### config.mk
export PLATFORM = sky130hd
export DESIGN_NAME = hash_req_packer
export DESIGN_NICKNAME = d
export VERILOG_FILES = /design/src/rtl/hash_pkg.sv /design/src/rtl/hash_req_fifo.sv /design/src/rtl/hash_req_packer.sv
export SDC_FILE = /design/constraint.sdc
export NUM_CORES = 1
export LEC_CHECK = 0
export ABC_AREA = 1
export ABC_CLOCK_PERIOD_IN_PS = 5400
export CORE_ASPECT_RATIO = 0.5
export CORE_UTILIZATION = 31
export CTS_CLUSTER_SIZE = 30
export DETAILED_ROUTE_END_ITERATION = 10
export DONT_BUFFER_PORTS = 1
export PLACE_DENSITY_LB_ADDON = 0.2
export REMOVE_ABC_BUFFERS = 1
export SKIP_CTS_REPAIR_TIMING = 1
export SYNTH_ARGS = -nofsm -noshare
export SYNTH_HDL_FRONTEND = slang
export SYNTH_SLANG_ARGS = --single-unit
### constraint.sdc
create_clock -name clk -period 5.4 [get_ports clk]
set_clock_uncertainty 0.05 [all_clocks]
set_input_delay 0.54 -clock clk [delete_from_list [all_inputs] [get_ports clk]]
set_output_delay 0.54 -clock clk [all_outputs]
set_load 0.02 [all_outputs]
### src/rtl/hash_pkg.sv
// Shared opcode encoding and packed-word width for the hash request path.
package hash_pkg;

  localparam int HASH_WORD_W = 32;

  typedef enum logic [1:0] {
    OP_NOP     = 2'b00,
    OP_READ    = 2'b01,
    OP_WRITE   = 2'b10,
    OP_ILLEGAL = 2'b11
  } hash_op_e;

endpackage

### src/rtl/hash_req_fifo.sv
// Circular-buffer FIFO whose head is held in a register, so dout_o is glitch-free
// and already valid in the cycle after a push into an empty queue.
module hash_req_fifo #(
  parameter int WIDTH = 32,
  parameter int DEPTH = 4
) (
  input  logic             clk_i,
  input  logic             rst_n_i,
  input  logic             push_i,
  input  logic [WIDTH-1:0] din_i,
  input  logic             pop_i,
  output logic [WIDTH-1:0] dout_o,
  output logic             full_o,
  output logic             empty_o
);

  localparam int AW = $clog2(DEPTH);
  localparam logic [AW:0] DEPTH_C = (AW+1)'(DEPTH);

  if (DEPTH < 2 || (DEPTH & (DEPTH - 1)) != 0) begin : g_depth_check
    $error("hash_req_fifo: DEPTH must be a power of two and at least 2");
  end

  logic [WIDTH-1:0] mem_q [DEPTH];
  logic [AW-1:0]    wr_ptr_q, wr_ptr_d;
  logic [AW-1:0]    rd_ptr_q, rd_ptr_d;
  logic [AW:0]      cnt_q, cnt_d;
  logic [WIDTH-1:0] head_q, head_d;
  logic             push_ok, pop_ok;

  assign full_o  = (cnt_q == DEPTH_C);
  assign empty_o = (cnt_q == '0);
  assign push_ok = push_i && !full_o;
  assign pop_ok  = pop_i && !empty_o;
  assign dout_o  = head_q;

  always_comb begin
    wr_ptr_d = wr_ptr_q + AW'(push_ok);
    rd_ptr_d = rd_ptr_q + AW'(pop_ok);
    cnt_d    = cnt_q + (AW+1)'(push_ok) - (AW+1)'(pop_ok);
    head_d   = head_q;
    // The word being written this cycle is the next head only when it will be the sole entry.
    if (cnt_d != '0) begin
      if (push_ok && (wr_ptr_q == rd_ptr_d)) begin
        head_d = din_i;
      end else begin
        head_d = mem_q[rd_ptr_d];
      end
    end
  end

  always_ff @(posedge clk_i or negedge rst_n_i) begin
    if (!rst_n_i) begin
      wr_ptr_q <= '0;
      rd_ptr_q <= '0;
      cnt_q    <= '0;
      head_q   <= '0;
    end else begin
      wr_ptr_q <= wr_ptr_d;
      rd_ptr_q <= rd_ptr_d;
      cnt_q    <= cnt_d;
      head_q   <= head_d;
    end
  end

  always_ff @(posedge clk_i) begin
    if (push_ok) begin
      mem_q[wr_ptr_q] <= din_i;
    end
  end

endmodule

### src/rtl/hash_req_packer.sv
// Packs host READ/WRITE requests into {op, key, value} words and queues them for the
// hash-table wrapper. Optional pop statistics are enabled by HASH_REQ_PACKER_STATS_EN.
module hash_req_packer
  import hash_pkg::*;
#(
  parameter int KEY_WIDTH  = 4,
  parameter int DATA_WIDTH = 26,
  parameter int FIFO_DEPTH = 4
) (
  input  logic                              clk,
  input  logic                              reset,
  input  logic [1:0]                        op_i,
  input  logic [KEY_WIDTH-1:0]              key_i,
  input  logic [DATA_WIDTH-1:0]             value_i,
  input  logic                              valid_i,
  output logic                              ready_o,
  output logic [2+KEY_WIDTH+DATA_WIDTH-1:0] data_o,
  output logic                              valid_o,
  input  logic                              ready_i,
`ifdef HASH_REQ_PACKER_STATS_EN
  output logic [15:0]                       wr_cnt_o,
  output logic [15:0]                       rd_cnt_o,
`endif
  output logic                              err_o
);

  localparam int W = 2 + KEY_WIDTH + DATA_WIDTH;

  if (W != HASH_WORD_W) begin : g_width_check
    $error("hash_req_packer: 2+KEY_WIDTH+DATA_WIDTH must equal 32");
  end

  hash_op_e              op;
  logic                  rdy_en_q;
  logic                  err_q, err_d;
  logic                  in_hs, push, pop;
  logic                  full, empty;
  logic [DATA_WIDTH-1:0] value_pk;
  logic [W-1:0]          word;

  assign op       = hash_op_e'(op_i);
  assign in_hs    = valid_i && ready_o;
  assign push     = in_hs && (op == OP_READ || op == OP_WRITE);
  assign value_pk = (op == OP_READ) ? '0 : value_i;
  assign word     = {op_i, key_i, value_pk};
  assign err_d    = err_q || (in_hs && op == OP_ILLEGAL);

  // Holds ready_o low through reset and until the first clock edge afterwards.
  assign ready_o = rdy_en_q && !full;
  assign valid_o = !empty;
  assign pop     = valid_o && ready_i;
  assign err_o   = err_q;

  always_ff @(posedge clk or negedge reset) begin
    if (!reset) begin
      rdy_en_q <= 1'b0;
      err_q    <= 1'b0;
    end else begin
      rdy_en_q <= 1'b1;
      err_q    <= err_d;
    end
  end

  hash_req_fifo #(
    .WIDTH (W),
    .DEPTH (FIFO_DEPTH)
  ) u_fifo (
    .clk_i   (clk),
    .rst_n_i (reset),
    .push_i  (push),
    .din_i   (word),
    .pop_i   (pop),
    .dout_o  (data_o),
    .full_o  (full),
    .empty_o (empty)
  );

`ifdef HASH_REQ_PACKER_STATS_EN
  logic [15:0] wr_cnt_q, wr_cnt_d;
  logic [15:0] rd_cnt_q, rd_cnt_d;
  hash_op_e    head_op;

  assign head_op = hash_op_e'(data_o[W-1 -: 2]);

  always_comb begin
    wr_cnt_d = wr_cnt_q;
    rd_cnt_d = rd_cnt_q;
    if (pop && head_op == OP_WRITE && wr_cnt_q != 16'hFFFF) begin
      wr_cnt_d = wr_cnt_q + 16'd1;
    end
    if (pop && head_op == OP_READ && rd_cnt_q != 16'hFFFF) begin
      rd_cnt_d = rd_cnt_q + 16'd1;
    end
  end

  always_ff @(posedge clk or negedge reset) begin
    if (!reset) begin
      wr_cnt_q <= '0;
      rd_cnt_q <= '0;
    end else begin
      wr_cnt_q <= wr_cnt_d;
      rd_cnt_q <= rd_cnt_d;
    end
  end

  assign wr_cnt_o = wr_cnt_q;
  assign rd_cnt_o = rd_cnt_q;
`endif

endmodule

-- After elaboration in Yosys (flattened, before gate mapping)
Memory sizes are Yosys's and may differ from the RTL's. A register that Yosys moved wholly into a read port is not among the register bits.
Index checks and enable logic that the tools add are counted.
- $add $sub $neg: 4
- equality and inequality tests: 4
- multiplexer cells: 3
- reduce and logical (&&, ||, !) cells: 14
- operators by type and width (kind ; number):
    two-way mux 26 bit ; 1
    logical AND 1 bit ; 7
    adder 2 x 1 -> 2 bit ; 2
    equality test 2 bit, second input constant ; 2
    adder 3 x 1 -> 3 bit ; 1
    equality test 3 bit, second input constant ; 1
    zero test 1 bit ; 3
    zero test 3 bit ; 1
    nonzero test 3 bit ; 1
    subtractor 3 x 1 -> 3 bit ; 1
    equality test 2 x 1 -> 1 bit, second input constant ; 1
    logical OR 1 bit ; 2
    two-way mux 1 bit ; 2
- register bits: 9
- memory bits (writable): 128
- bits of input ports: 36
- word-level logic and storage cells: 31
- memories: 1
- memories (name ; depth ; bits a word ; rd ports ; clocked after Yosys merged registers in ; wr ports ; RTL line ; text):
    u_fifo.mem_q ; 4 ; 32 ; 1 ; 1 ; 1 ; hash_req_fifo.sv:24 ; logic [WIDTH-1:0] mem_q [DEPTH];

-- Logic depth before layout (Yosys ltp)
- depth in word-level cells: 9
- gate-level depth with buffers: 14
- gate-level depth less buffers: 13

-- By module
From an unflattened synthesis, not the netlist that was laid out.
- cells, all modules: 746
- area total of the unflattened synthesis: 7484.7 sq um
- modules (own cells, without submodules) (module ; instances ; cells each ; area each (sq um) ; seq. area each (sq um)):
    hash_req_fifo ; 1 ; 674 ; 7125.6 ; 4819.6
    hash_req_packer ; 1 ; 72 ; 359.1 ; 50.0

-- Worst setup path after synthesis
OpenSTA, ideal clock, no wires.
- path type: input to register
- start: in op_i[1]
- end: mem u_fifo.mem_q[2][0] (enable)
- setup time: 0.461 ns
- arrival time: 3.558 ns
- slack: 1.331 ns
- cell stages on the path: 6
- buffers on the path: 1
- cells stage by stage: inv_1 -> ha_1 -> inv_1 -> nand4_1 -> clkbuf_1 -> nor3_1
- longest elaborated chain between the ends: 6
- elaborated cells between the ends (all ways): 7
- classes of those cells: eq/ne: 2; mux: 2; reduce/logical: 3
- ends and longest elaborated chain (what ; RTL line ; text):
    start, declared ; hash_req_packer.sv:12 ; input logic [1:0] op_i,
    equality test 2 x 1 -> 1 bit or equality test 2 bit (tied branches) ; hash_req_packer.sv:43 ; assign push = in_hs && (op == OP_READ || op == OP_WRITE);
    logical OR 1 bit (*) ; hash_req_packer.sv:43 ;
    logical AND 1 bit (*) ; hash_req_packer.sv:43 ;
    logical AND 1 bit (*) ; hash_req_fifo.sv:33 ; assign push_ok = push_i && !full_o;
    two-way mux 1 bit (*) ; hash_req_fifo.sv:67 ; if (push_ok) begin
    two-way mux 1 bit (not written as such) (*) ; hash_req_fifo.sv:68 ; mem_q[wr_ptr_q] <= din_i;
    end, declared ; hash_req_fifo.sv:24 ;
Mark *: on every way between the ends. The rest lies on a longest branch, timed or not.

-- Final worst setup path
- start: reg u_fifo.cnt_q[2]
- end: reg u_fifo.head_q[4], in the netlist u_fifo.dout_o[4], read port of u_fifo.mem_q
- elaborated cells between the ends (all ways): 14
- classes of those cells: add/sub: 3; eq/ne: 1; reduce/logical: 10
- RTL lines (what ; RTL line ; text):
    start, declared ; hash_req_fifo.sv:27 ; logic [AW:0] cnt_q, cnt_d;
    start signal, assigned ; hash_req_fifo.sv:61 ; cnt_q <= cnt_d;
    zero test 3 bit (*) ; hash_req_fifo.sv:32 ; assign empty_o = (cnt_q == '0);
    zero test 1 bit (*) ; hash_req_packer.sv:50 ; assign valid_o = !empty;
    named net valid_o ; hash_req_packer.sv:18 ; output logic valid_o,
    logical AND 1 bit ; hash_req_packer.sv:51 ; assign pop = valid_o && ready_i;
    logical AND 1 bit (*) ; hash_req_fifo.sv:34 ; assign pop_ok = pop_i && !empty_o;
    adder 2 x 1 -> 2 bit (*) ; hash_req_fifo.sv:39 ; rd_ptr_d = rd_ptr_q + AW'(pop_ok);
    named net u_fifo.rd_ptr_d[0] ; hash_req_fifo.sv:26 ; logic [AW-1:0] rd_ptr_q, rd_ptr_d;
    end, declared ; hash_req_fifo.sv:28 ; logic [WIDTH-1:0] head_q, head_d;
Mark *: on every way through the listed nets, which the timed path passes. The rest lies on a longest branch.

==> impl_metrics.ini <==
[status]
status = finished, final reports clean

[final_layout]
area_delta_synth_final_pct = 13.8
fin_area_um2 = 8280
final_util = 0.361
drive_gt1_frac = 0.0868
fin_nets = 744
diodes = 0

[yosys]
synthTopCellsByCount = nor2_1 (163), edfxtp_1 (128), nand3_1 (102)
yosys-top-cells-area = edfxtp_1 (53%), dfrtp_1 (14%), nor2_1 (8.4%)
yosysWarningCount = 0
synth_edf_count = 128
synthDistinctLibCells = 23
syn_area_um2 = 7270
syn_avg_cell_area_um2 = 10.3
synth_most_common_cell = nor2_1
synth_top_cell_area_share = 0.529
synthFlopType = edfxtp_1
synthArstFlopShare = 0.243
synth_seq_cells = 169
syn_inst = 706
ys_seq_area_frac = 0.670
synth_top_area_cell = edfxtp_1

[cts]
insertion_delay_ns = 0.43
cts_sinks = 169
cts.clk_slew.worst_paths_ns = 0.07
cts_max_level = 4
cts_root_buf = clkbuf_16
cts_buffer_depth = 2
cts_tree = done
cts-buffers-inserted = 17

[worst_hold_path]
hold_class = in2reg
hold_path_startpoint = key_i[1]
worstHoldPathCells = 0

[sta]
grt_setup_unrepaired = no
fmax_mhz = 296
drv_slew = 0
finalSetupViolCount = 0
finalCriticalPeriod_ns = 3.38
finalSetupTns_ns = 0
finalHoldViolations = 0
slew_headroom = 0.336
post-route-period-util = 0.626
worstMarginPinSlew_ns = 0.989

[setup_path]
path_class = reg2reg
rr_startpoint = u_fifo.cnt_q[2]
startpoint_type = flop
max_stage_delay_ns = 0.64
end_kind = flop
cp_num_buf_inv = 3
worstSetupStartpoint = u_fifo.cnt_q[2]
rr_worst_depth = 11
cp_max_fo = 23
worstSetupPathDepth = 11
cp.arrival_ns = 3.65
crit_top_cell = nand3_1
path_delay_family = simple AND/OR/NAND/NOR gates
critPathRequiredTime_ns = 5.67
path_cells = inv_1 > nand3_1 > and2_1 > ha_2 > xnor2_1 > inv_1 > nor2_2 > buf_4 > nand3_1 > nand3_1 > nand2_1
crit_path_top_delay_cell = ha_2

[global_routing]
use_met1 = 0.215
grt_pass1_wl_mm = 28.1
antenna_found_initial = 0
grt_pass1_vias = 4786
use_met3 = 0.0387
gr-total-overflow = 0
grt_max_degree = 46
use_met2 = 0.251
grt_use_total = 0.159
top_usage_layer = met2

[power_and_ir_drop]
power.leakage_nw = 3.18
power_density_nw_per_um2 = 639
peakVddDrop_mv = 0.373

[route]
via_per_inst = 4.83
ant_nets = 0
finalWirelength_mm = 18.0
vias = 4927
drt_iter0_drc = 375
avgRoutedWirePerCell_um = 17.6
dr.pass1.iters = 5
drc = 0

[placed_design]
dpl.hpwl_mm = 10.3
port_buffers = 0
place_congestion = 0.680
post_dp_cell_area_um2 = 7650

[die]
die-area_um2 = 24100
die_w_um = 219
rows = 39
pin_count = 71
fp.dieH_um = 110
initial_core_util = 0.317
coreArea_um2 = 22900

[flow_run]
drv_cap = 0
[layer usage]
metal  up-vias  wire length [um]
met1      2425              8750
met4         0               193
li1       2381                 -
met5         -                 0
met2       109              8190
met3        12               851
[cells in the final DEF (no fill, tap or decap)]
cell type,synthesis,routed
nor2_4,0,1
clkinv_2,0,1
o21ai_1,4,4
inv_1,45,45
nand2_1,65,65
xor2_1,2,2
buf_16,0,1
buf_4,0,17
fa_1,1,1
edfxtp_1,128,128
clkinv_4,0,3
dlygate4sd3_1,0,1
nor2_2,0,2
and2_1,2,2
inv_6,0,7
xnor2_1,1,1
nor2_1,163,160
nand3_2,0,1
nand4_1,1,1
bufinv_16,0,2
ha_2,0,1
inv_2,2,2
nor3_2,0,4
dfrtp_1,41,41
o21ai_0,92,92
a31o_2,1,1
clkbuf_16,0,17
nand3_1,102,101
clkinv_1,1,2
conb_1,1,1
clkinvlp_4,0,1
xor2_4,0,1
ha_1,6,5
[state kept, by name (all words and copies together), names as in the netlist]
| register | cells |
|---|---|
| u_fifo.mem_q | 128 |
| u_fifo.dout_o | 32 |
| u_fifo.cnt_q | 3 |
| u_fifo.rd_ptr_q | 2 |
| u_fifo.wr_ptr_q | 2 |
| err_o | 1 |
| rdy_en_q | 1 |
[cells by family (layout without fill, tap and decap cells)]
| group | after synthesis | after routing | synth area share |
|---|---|---|---|
| xor gates and xnor gates | 4 | 4 | 0.00585 |
| adders and majority gates | 7 | 7 | 0.0131 |
| and+or+nand+nor | 337 | 337 | 0.193 |
| AOI/OAI and AO/OA | 97 | 97 | 0.0673 |
| other | 1 | 1 | 0.000516 |
| DFF | 169 | 169 | 0.670 |
| buffers and inverters | 91 | 99 | 0.0502 |
[worst reg2reg max path, delay by kind of cell (launching register included)]
kind,cells,cell delay (ns)
simple gates,6,1.36
buf+inv,3,0.64
fa+ha+maj,1,0.64
flops,1,0.38
xor+xnor,1,0.21
[worst paths after layout]
| check | to | slack, ns |
|---|---|---|
| max in group asynchronous | err_o | 4.47 |
| worst min-delay path | u_fifo.mem_q[3][27] | 0.15 |
| worst max register to register | u_fifo.dout_o[4] | 2.02 |
| min in group asynchronous | u_fifo.dout_o[26] | 0.60 |
| worst min register to register | u_fifo.wr_ptr_q[1] | 0.55 |
| worst max-delay path | u_fifo.dout_o[4] | 2.02 |
[area by class of cell]
cell class	count	area [um^2]
clock buffers	17	425
clock inverters	15	164
fillers	2284	14700
inverters	48	180
multi-input cells	446	2090
flip-flops and latches	169	4870
well taps	307	384
repair buffers	19	165
[where the power goes]
group / leakage, nW / internal (W) / switching, W
Clock: 0.287 / 0.000691 / 0.000536
Sequential: 1.63 / 0.00164 / 0.000293
Combinational: 1.26 / 0.000599 / 0.00153
[stage by stage]
step	cells	power, W	setup slack, ns	hold slack, ns
after floorplan	663	0.00330	0.283	0.194
after global placement	987	0.00409	1.96	0.195
after detailed placement	987	0.00412	1.98	0.195
after CTS	1019	0.00535	1.96	-0.276
after global routing	1021	0.00572	1.60	0.129
final	1021	0.00529	2.02	0.155
No activity file was read; power rests on OpenSTA's default activity.
